## src/rtl/exec_pkg.sv

```systemverilog
// Shared definitions for the execute stage: one-hot opcodes, FSM states and
// the control flags carried with each output entry.
package exec_pkg;

  localparam logic [15:0] OP_ADD = 16'h0001;
  localparam logic [15:0] OP_SUB = 16'h0002;
  localparam logic [15:0] OP_LI  = 16'h0004;
  localparam logic [15:0] OP_SHL = 16'h0008;
  localparam logic [15:0] OP_SHR = 16'h0010;
  localparam logic [15:0] OP_AND = 16'h0020;
  localparam logic [15:0] OP_OR  = 16'h0040;
  localparam logic [15:0] OP_XOR = 16'h0080;
  localparam logic [15:0] OP_BR  = 16'h0100;
  localparam logic [15:0] OP_BNE = 16'h0200;
  localparam logic [15:0] OP_MOV = 16'h0400;
  localparam logic [15:0] OP_ADI = 16'h0800;
  localparam logic [15:0] OP_MUL = 16'h1000;
  localparam logic [15:0] OP_HLT = 16'h2000;
  localparam logic [15:0] OP_NOP = 16'h4000;

  typedef enum logic [1:0] {
    IDLE,
    MUL_BUSY,
    HALTED
  } state_t;

  typedef struct packed {
    logic wb_en;
    logic branch;
    logic illegal;
  } entry_ctl_t;

endpackage

```

## src/rtl/exec_mul.sv

```systemverilog
// Counted multiplier: operands latched on start, done raised on the last
// latency cycle and held (counter parked at 0) until the result is taken.
module exec_mul #(
  parameter int DATA_W  = 32,
  parameter int MUL_LAT = 3
) (
  input  logic              clock,
  input  logic              reset,
  input  logic              start,
  input  logic              take,
  input  logic [DATA_W-1:0] a,
  input  logic [DATA_W-1:0] b,
  output logic              done,
  output logic [DATA_W-1:0] product
);

  localparam int CW = (MUL_LAT > 1) ? $clog2(MUL_LAT) : 1;

  logic [CW-1:0]     cnt;
  logic              busy;
  logic [DATA_W-1:0] a_q;
  logic [DATA_W-1:0] b_q;

  always_ff @(posedge clock or posedge reset) begin
    if (reset) begin
      cnt  <= '0;
      busy <= 1'b0;
      a_q  <= '0;
      b_q  <= '0;
    end else if (start) begin
      busy <= 1'b1;
      cnt  <= CW'(MUL_LAT - 1);
      a_q  <= a;
      b_q  <= b;
    end else if (busy) begin
      if (cnt > CW'(1)) begin
        cnt <= cnt - CW'(1);
      end else begin
        cnt  <= '0;
        busy <= !take;
      end
    end
  end

  assign done    = busy && (cnt <= CW'(1));
  assign product = a_q * b_q;

endmodule

```

## src/rtl/execute_unit.sv

```systemverilog
// Execute stage with valid/ready handshakes, a single-entry output register,
// a multi-cycle multiplier, sticky halt and illegal-opcode flagging.
module execute_unit
  import exec_pkg::*;
#(
  parameter int DATA_W  = 32,
  parameter int REG_AW  = 5,
  parameter int MUL_LAT = 3,
  parameter int SH_W    = 5
) (
  input  logic              clock,
  input  logic              reset,
  input  logic              in_valid,
  output logic              in_ready,
  input  logic [15:0]       in_op,
  input  logic [DATA_W-1:0] in_pc,
  input  logic [DATA_W-1:0] in_rs,
  input  logic [DATA_W-1:0] in_rt,
  input  logic [DATA_W-1:0] in_imm,
  input  logic [SH_W-1:0]   in_shamt,
  input  logic [REG_AW-1:0] in_dest,
  output logic              out_valid,
  input  logic              out_ready,
  output logic [DATA_W-1:0] out_result,
  output logic [DATA_W-1:0] out_pc,
  output logic [REG_AW-1:0] out_dest,
  output logic              out_wb_en,
  output logic              out_branch,
  output logic              out_illegal,
  output logic              halted
);

  state_t            state;
  entry_ctl_t        ctl_q;
  entry_ctl_t        dec_ctl;
  logic [DATA_W-1:0] dec_result;
  logic [DATA_W-1:0] dec_pc;
  logic              dec_emit;
  logic              dec_mul;
  logic              dec_halt;
  logic              out_free;
  logic              accept;
  logic [DATA_W-1:0] mul_pc_q;
  logic [REG_AW-1:0] mul_dest_q;
  logic              mul_done;
  logic [DATA_W-1:0] mul_product;

  assign out_free    = !out_valid || out_ready;
  assign in_ready    = (state == IDLE) && out_free;
  assign accept      = in_valid && in_ready;
  assign halted      = (state == HALTED);
  assign out_wb_en   = ctl_q.wb_en;
  assign out_branch  = ctl_q.branch;
  assign out_illegal = ctl_q.illegal;

  always_comb begin
    dec_result = '0;
    dec_pc     = in_pc;
    dec_ctl    = '{wb_en: 1'b1, branch: 1'b0, illegal: 1'b0};
    dec_emit   = 1'b1;
    dec_mul    = 1'b0;
    dec_halt   = 1'b0;
    case (in_op)
      OP_ADD: dec_result = in_rs + in_rt;
      OP_SUB: dec_result = in_rs - in_rt;
      OP_LI:  dec_result = DATA_W'(in_imm[15:0]);
      OP_SHL: dec_result = in_rs << in_shamt;
      OP_SHR: dec_result = in_rs >> in_shamt;
      OP_AND: dec_result = in_rs & in_rt;
      OP_OR:  dec_result = in_rs | in_rt;
      OP_XOR: dec_result = in_rs ^ in_rt;
      OP_MOV: dec_result = in_rs;
      OP_ADI: dec_result = in_rs + in_imm;
      OP_BR: begin
        dec_pc         = in_pc + in_imm;
        dec_ctl.wb_en  = 1'b0;
        dec_ctl.branch = 1'b1;
      end
      OP_BNE: begin
        dec_ctl.wb_en = 1'b0;
        if (in_rs != in_rt) begin
          dec_pc         = in_pc + in_imm;
          dec_ctl.branch = 1'b1;
        end else begin
          dec_pc = in_pc + DATA_W'(1);
        end
      end
      OP_MUL: begin
        // Single-cycle latency bypasses the counted multiplier entirely.
        if (MUL_LAT == 1) begin
          dec_result = in_rs * in_rt;
        end else begin
          dec_emit = 1'b0;
          dec_mul  = 1'b1;
        end
      end
      OP_HLT: begin
        dec_emit = 1'b0;
        dec_halt = 1'b1;
      end
      OP_NOP: dec_emit = 1'b0;
      default: begin
        dec_ctl.wb_en   = 1'b0;
        dec_ctl.illegal = 1'b1;
      end
    endcase
  end

  always_ff @(posedge clock or posedge reset) begin
    if (reset) begin
      state      <= IDLE;
      out_valid  <= 1'b0;
      out_result <= '0;
      out_pc     <= '0;
      out_dest   <= '0;
      ctl_q      <= '0;
      mul_pc_q   <= '0;
      mul_dest_q <= '0;
    end else begin
      // A load later in this block overrides the drain.
      if (out_ready) out_valid <= 1'b0;
      case (state)
        IDLE: begin
          if (accept) begin
            if (dec_emit) begin
              out_valid  <= 1'b1;
              out_result <= dec_result;
              out_pc     <= dec_pc;
              out_dest   <= in_dest;
              ctl_q      <= dec_ctl;
            end
            if (dec_mul) begin
              state      <= MUL_BUSY;
              mul_pc_q   <= in_pc;
              mul_dest_q <= in_dest;
            end
            if (dec_halt) state <= HALTED;
          end
        end
        MUL_BUSY: begin
          if (mul_done && out_free) begin
            out_valid  <= 1'b1;
            out_result <= mul_product;
            out_pc     <= mul_pc_q;
            out_dest   <= mul_dest_q;
            ctl_q      <= '{wb_en: 1'b1, branch: 1'b0, illegal: 1'b0};
            state      <= IDLE;
          end
        end
        HALTED: state <= HALTED;
        default: state <= IDLE;
      endcase
    end
  end

  exec_mul #(
    .DATA_W (DATA_W),
    .MUL_LAT(MUL_LAT)
  ) u_mul (
    .clock  (clock),
    .reset  (reset),
    .start  (accept && dec_mul),
    .take   (out_free),
    .a      (in_rs),
    .b      (in_rt),
    .done   (mul_done),
    .product(mul_product)
  );

endmodule

```

## config.mk

```make
export PLATFORM = sky130hd
export DESIGN_NAME = execute_unit
export DESIGN_NICKNAME = d
export VERILOG_FILES = /design/src/rtl/exec_pkg.sv /design/src/rtl/exec_mul.sv /design/src/rtl/execute_unit.sv
export SDC_FILE = /design/constraint.sdc
export NUM_CORES = 2
export LEC_CHECK = 0
export CAP_MARGIN = 20
export CORE_ASPECT_RATIO = 0.5
export CORE_MARGIN = 5
export CORE_UTILIZATION = 40
export CTS_BUF_LIST = sky130_fd_sc_hd__clkbuf_4 sky130_fd_sc_hd__clkbuf_8
export CTS_CLUSTER_SIZE = 40
export DETAILED_ROUTE_END_ITERATION = 16
export HOLD_SLACK_MARGIN = 0.06
export PLACE_DENSITY = 0.65
export SYNTH_ARGS = -nofsm -noshare
export SYNTH_HDL_FRONTEND = slang
export SYNTH_HIERARCHICAL = 1
export SYNTH_SLANG_ARGS = --single-unit
```

## constraint.sdc

```tcl
create_clock -name clock -period 18.63 [get_ports clock]
set_input_delay 3.726 -clock clock [delete_from_list [all_inputs] [get_ports clock]]
set_output_delay 3.726 -clock clock [all_outputs]
set_load 0.005 [all_outputs]
```

After elaboration in Yosys (flattened, before gate mapping)
Index checks and enable logic that the tools add are counted.

cells by class
  reduce and logical (&&, ||, !) cells = 17
  add/sub/neg operators = 6
  shift-type cells = 2
  $lt $le $gt $ge = 2
  multiplexer cells = 41
  divide/modulo/power cells = 0
  bitwise gates (word level) = 3
  equality and inequality tests = 22
  multiply operators = 1

operators by type and width
  operator                                         number
  case mux 32 bit (10 select lines)                1
  two-way mux 32 bit                               7
  case mux 32 bit (2 select lines)                 3
  adder 32 bit                                     3
  adder 32 x 1 -> 32 bit, second input constant    1
  AND 32 bit                                       1
  multiplier 32 x 32 -> 32 bit                     1
  inequality test 32 bit                           1
  OR 32 bit                                        1
  << shifter 32 x 5 -> 32 bit                      1
  right shift 32 x 5 -> 32 bit                     1
  subtractor 32 bit                                1
  XOR 32 bit                                       1
  == test 16 x 1 -> 1 bit, second input constant   1
  == test 16 x 10 -> 1 bit, second input constant  1
  == test 16 x 11 -> 1 bit, second input constant  1
  == test 16 x 12 -> 1 bit, second input constant  1
  == test 16 x 13 -> 1 bit, second input constant  1
  == test 16 x 14 -> 1 bit, second input constant  1
  == test 16 x 15 -> 1 bit, second input constant  1
  == test 16 x 2 -> 1 bit, second input constant   1
  == test 16 x 3 -> 1 bit, second input constant   1
  == test 16 x 4 -> 1 bit, second input constant   1
  == test 16 x 5 -> 1 bit, second input constant   1
  29 further kinds                                 60

word-level totals
  word-level logic and storage cells = 108
  latch bits = 0
  output and inout port bits = 75
  bits of input ports = 158
  register bits = 179
  memory bits (writable) = 0
  memories kept = 0
  memory bits (read-only) = 0

Longest topological paths before layout
  depth after elaboration = 6
  gate-level depth with buffers = 33

Modules after synthesis
Netlist, hierarchy kept.

modules (own cells, without submodules)
  module        area an instance (um^2)  cells an instance  seq. area each (um^2)  instances
  exec_mul      18,225.0                 1,926              1,676.6                1
  execute_unit  17,409.2                 2,316              2,802.7                1

Worst setup path after synthesis
OpenSTA, ideal clock, no wires.

  kind = register -> register
  start = register u_mul.b_q[13]
  end = register out_result[30]
  setup slack = 10.598 ns
  buffers on the path = 2
  period minus slack after synthesis = 8.032 ns
  cell stages (with the launch flop) = 32
  arrival time = 7.903 ns
  cell sequence = dfrtp_1 > clkbuf_1 > clkbuf_1 > nand2_1 > fa_1 > inv_1 > fa_1 > fa_1 > inv_1 > fa_1 > inv_1 > fa_1 > fa_1 > fa_1 > inv_1 > fa_1 > inv_1 > ha_1 > a21o_1 > a21o_1 > a21oi_1 > o21ai_0 > a221oi_1 > o31ai_1 > a21oi_1 > xnor2_1 > a222oi_1 > o311ai_0 > or4_1 > a211o_1 > o21ai_0 > o21ai_0

on the way
  cells in the longest elaborated chain, start to end = 3

ends and longest elaborated chain
  item                              line                 text
  start, declared                   exec_mul.sv:22       logic [DATA_W-1:0] b_q;
  start signal, assigned            exec_mul.sv:29       b_q <= '0;
  start signal, assigned            exec_mul.sv:34       b_q <= b;
  multiplier 32 x 32 -> 32 bit      exec_mul.sv:46       assign product = a_q * b_q;
  net mul_product[30]               execute_unit.sv:46   logic [DATA_W-1:0] mul_product;
  two-way mux 32 bit                execute_unit.sv:141  if (mul_done && out_free) begin
  case mux 32 bit (2 select lines)  execute_unit.sv:122  case (state)
  end signal, assigned              execute_unit.sv:127  out_result <= dec_result;
  end signal, assigned              execute_unit.sv:143  out_result <= mul_product;
  end, declared                     execute_unit.sv:24   output logic [DATA_W-1:0] out_result,

The timed path passes the listed nets, and every way through them passes these cells. The select of a mux whose other input is x is not followed.
A chain may end at the register's enable or synchronous reset.

Worst setup path in the final report
  start = register u_mul.b_q[5]
  end = register out_result[30]

Same word-level chain as after synthesis.

==> metrics <==
initial antenna violation count 11; syn avg cell area 8.40 um2; unrepaired setup endpoints after global routing false; EDFF count, synth 0; Min Clock Period, post-route 9290 ps; largest vdd supply drop 0.0000560 V; Syn Std Cell Area 0.0356 mm2; I/O pin cnt roughly 230; most frequently used flop master after synthesis dfrtp_1; number of cells in the finished layout apart from fillers 5516; total number of placement rows between 70 and 80; Setup TNS Final 0 ps; count of buffers from port buffering between 200 and 250; most frequent standard cell in the layout excluding fill and tap cells nand2_1; number of optimization iterations in the first detailed-route pass 6; fraction of final layout cells with drive strength greater than 1 under 10%; synth-to-layout area growth 10.9%; number of vias per cell between 5 and 6; critical path buffer and inverter count 3; Clock Latency Late Sink 580 ps; number of instances in the placed design roughly 5500; Area after DPL 0.0391 mm2; Setup crit start kind flip-flop; highest achievable clock rate 108 MHz; Remaining DRCs 0; final HPWL from detailed placement ~110000 um; die outline height 221 um; final setup skew 26.4 ps; # hold bufs at CTS 0; worst hold slack a little under 500 ps; PD cells just over 30 mW/mm2; CTS tree built; Arrival @ worst endpoint 9750 ps; initial core utilization 40.3%; commonest non-fill, non-tap cells in the layout nand2_1, inv_1, fa_1; worst min-delay path class reg2reg; via count of the first global-routing pass 32645; drt wl/cell ~26 um; number of buffers created by CTS 17; sum of routed wire length over all layers 145000 um; portion of the post-synthesis area used by sequential elements 12.6%; number of standard cells after synthesis 4242; clock input transition at the sequential cells of the worst setup and hold paths 110 ps; CP Class reg2reg; CTS Root Cell clkbuf_8; placer congestion estimate 0.999; number of maximum-capacitance constraint violations 0; maximum buffer depth of the clock tree 2; Detailed Route Iter0 Violations 3568; global-route wire length before repair 217000 um; element type at the critical path end flip-flop; cell occurring most often along the worst timing path fa_1; number of failing setup endpoints in the final timing report 0; worst-path maximum fanout 28; synthesized flop and latch total 179; Die Outline Area 0.0955 mm2; slowest stage cell, crit path dfrtp_1; post-route clock period utilization 49.9%; remaining global-route overflow 0; number of vias in the routed layout between 30000 and 40000; die span in x between 400 and 500 um; hold violation total from the final report 0; CTS sink cnt 179; level count of the clock H-tree 4; largest stage delay on the critical path 1000 ps; status completed; count of yosys warnings during synthesis 6; data required time of the critical path 19090 ps; cells resized by post-CTS repair 0; post-CTS setup buffers 0; standby leakage power 18.0 nW; CP delay by family, top adder cells; total routing usage reported by global routing 29.9%; slew at the pin closest to its max-slew limit 1040 ps; remaining max-slew budget at the tightest pin 30.8%; post-layout instance area 0.0395 mm2; Final Slew Violations 0; Final #Nets 5171; FFs w/ async S/R, synth 100%; post-synthesis cell type count 89; total design power 0.00120 W; largest net degree at the start of global routing 81; core footprint 0.0883 mm2; Routed Antenna Nets 0; Synthesized Nets 5099
[worst reg2reg max path, stage by stage, from the launching register on]
cell	delay [ps]
dfrtp_1	1000
nand2_1	210
fa_1	540
fa_1	510
inv_1	50
fa_1	500
inv_1	50
fa_1	470
fa_1	510
fa_1	550
inv_1	50
fa_1	500
fa_1	470
ha_1	390
nand3_1	110
nor2_1	270
nand2_1	140
nor4bb_1	550
a211oi_2	180
o31ai_1	310
a21oi_1	130
xnor2_1	180
a222oi_1	370
o311ai_0	180
or4_1	430
a211o_1	300
o21ai_0	140
o21ai_0	90
[flip-flops by register name (all words and copies together) (netlist names), 2 cells and up]
register	count
mul_pc_q	32
out_pc	32
out_result	32
u_mul/a_q	32
u_mul/b_q	32
mul_dest_q	5
out_dest	5
state	2
u_mul/cnt	2
[power breakdown]
part	internal [W]	total (W)	switching [W]	leakage, nW
Sequential	0.000401	0.000411	0.0000101	2.39
Clock	0.000128	0.000302	0.000174	0.213
Combinational	0.000185	0.000482	0.000298	15.3
Total	0.000714	0.00120	0.000482	18.0
[cell families (layout without fill, tap and decap cells)]
| logic type | count (synthesis) | after routing | synth area share [%] |
|---|---|---|---|
| other cells | 0 | 4 | 0 |
| fa+ha+maj | 699 | 699 | 33.2 |
| buf+inv | 807 | 892 | 8.64 |
| compound gates | 834 | 834 | 15.3 |
| flops | 179 | 179 | 12.6 |
| simple gates | 1336 | 1336 | 18.0 |
| xor+xnor | 165 | 165 | 4.06 |
| mux | 222 | 222 | 8.16 |
[cells in the mapped netlist (11+ instances only)]
| cell type | instances | area share [%] |
|---|---|---|
| nand2_1 | 563 | 5.9 |
| inv_1 | 540 | 5.7 |
| fa_1 | 411 | 23 |
| ha_1 | 288 | 10 |
| and2_1 | 261 | 4.6 |
| clkbuf_1 | 211 | 2.2 |
| o21ai_0 | 208 | 2.9 |
| a21oi_1 | 202 | 2.8 |
| nor2_1 | 192 | 2.0 |
| dfrtp_1 | 179 | 13 |
| mux2_2 | 118 | 3.7 |
| xnor2_1 | 114 | 2.8 |
| nand3_1 | 67 | 0.94 |
| nor3_1 | 62 | 0.87 |
| mux2i_1 | 61 | 1.7 |
| a21o_1 | 55 | 1.2 |
| xor2_1 | 51 | 1.3 |
| mux4_2 | 43 | 2.7 |
| a221oi_1 | 37 | 0.91 |
| buf_2 | 36 | 0.51 |
| a31oi_1 | 34 | 0.60 |
| nand4_1 | 30 | 0.53 |
| o211ai_1 | 29 | 0.61 |
| a211oi_1 | 28 | 0.59 |
| nor2b_1 | 27 | 0.47 |
| nor4_1 | 26 | 0.46 |
| and3_1 | 25 | 0.44 |
| o22ai_1 | 25 | 0.44 |
| nand2b_1 | 21 | 0.37 |
| a22oi_1 | 20 | 0.42 |
| o21bai_1 | 18 | 0.38 |
| o31ai_1 | 17 | 0.36 |
| buf_1 | 16 | 0.17 |
| o2111ai_1 | 16 | 0.39 |
| a222oi_1 | 15 | 0.42 |
| o21a_1 | 14 | 0.29 |
| or4_1 | 11 | 0.23 |
[area by class of cell]
class | count | area, um2
clock inverter | 13 | 166
clock buffer | 19 | 249
antenna | 4 | 10.0
inverter | 543 | 2040
timing repair buffer | 317 | 2940
tap | 1185 | 1480
fill | 8597 | 48800
multi-input combinational | 3256 | 28100
sequential | 179 | 4480
[worst paths after layout]
| path | startpoint | endpoint | slack (ps) | cells after the start |
|---|---|---|---|---|
| setup / recovery | u_mul/b_q[5] | out_result[30] | 9340 | 27 |
| hold / removal | out_pc[1] | out_pc[1] | 490 | 1 |
| setup reg to reg | u_mul/b_q[5] | out_result[30] | 9340 | 27 |
| hold reg to reg | out_pc[1] | out_pc[1] | 490 | 1 |
| max in group asynchronous | reset | out_pc[1] | 13620 | 3 |
| min in group asynchronous | reset | out_result[1] | 3740 | 2 |
[per-stage QoR]
| stage | util, % | worst slack, ps |
|---|---|---|
| CTS | 44.7 | 9380 |
| floorplan | - | 10600 |
| global route | 44.7 | 8810 |
| finish | 44.7 | 9340 |
| detailed placement | 44.2 | 9230 |
| global placement | 44.2 | 9350 |
[metal layers]
metal / GRT usage (%) / part of all wire [%]
met3: 5.45 / 8.5
met4: 11.4 / 4.4
met2: 46.8 / 45
met1: 41.2 / 43
met5: 0 / 0.057
Note: power is estimated with default switching activity, not from simulation.
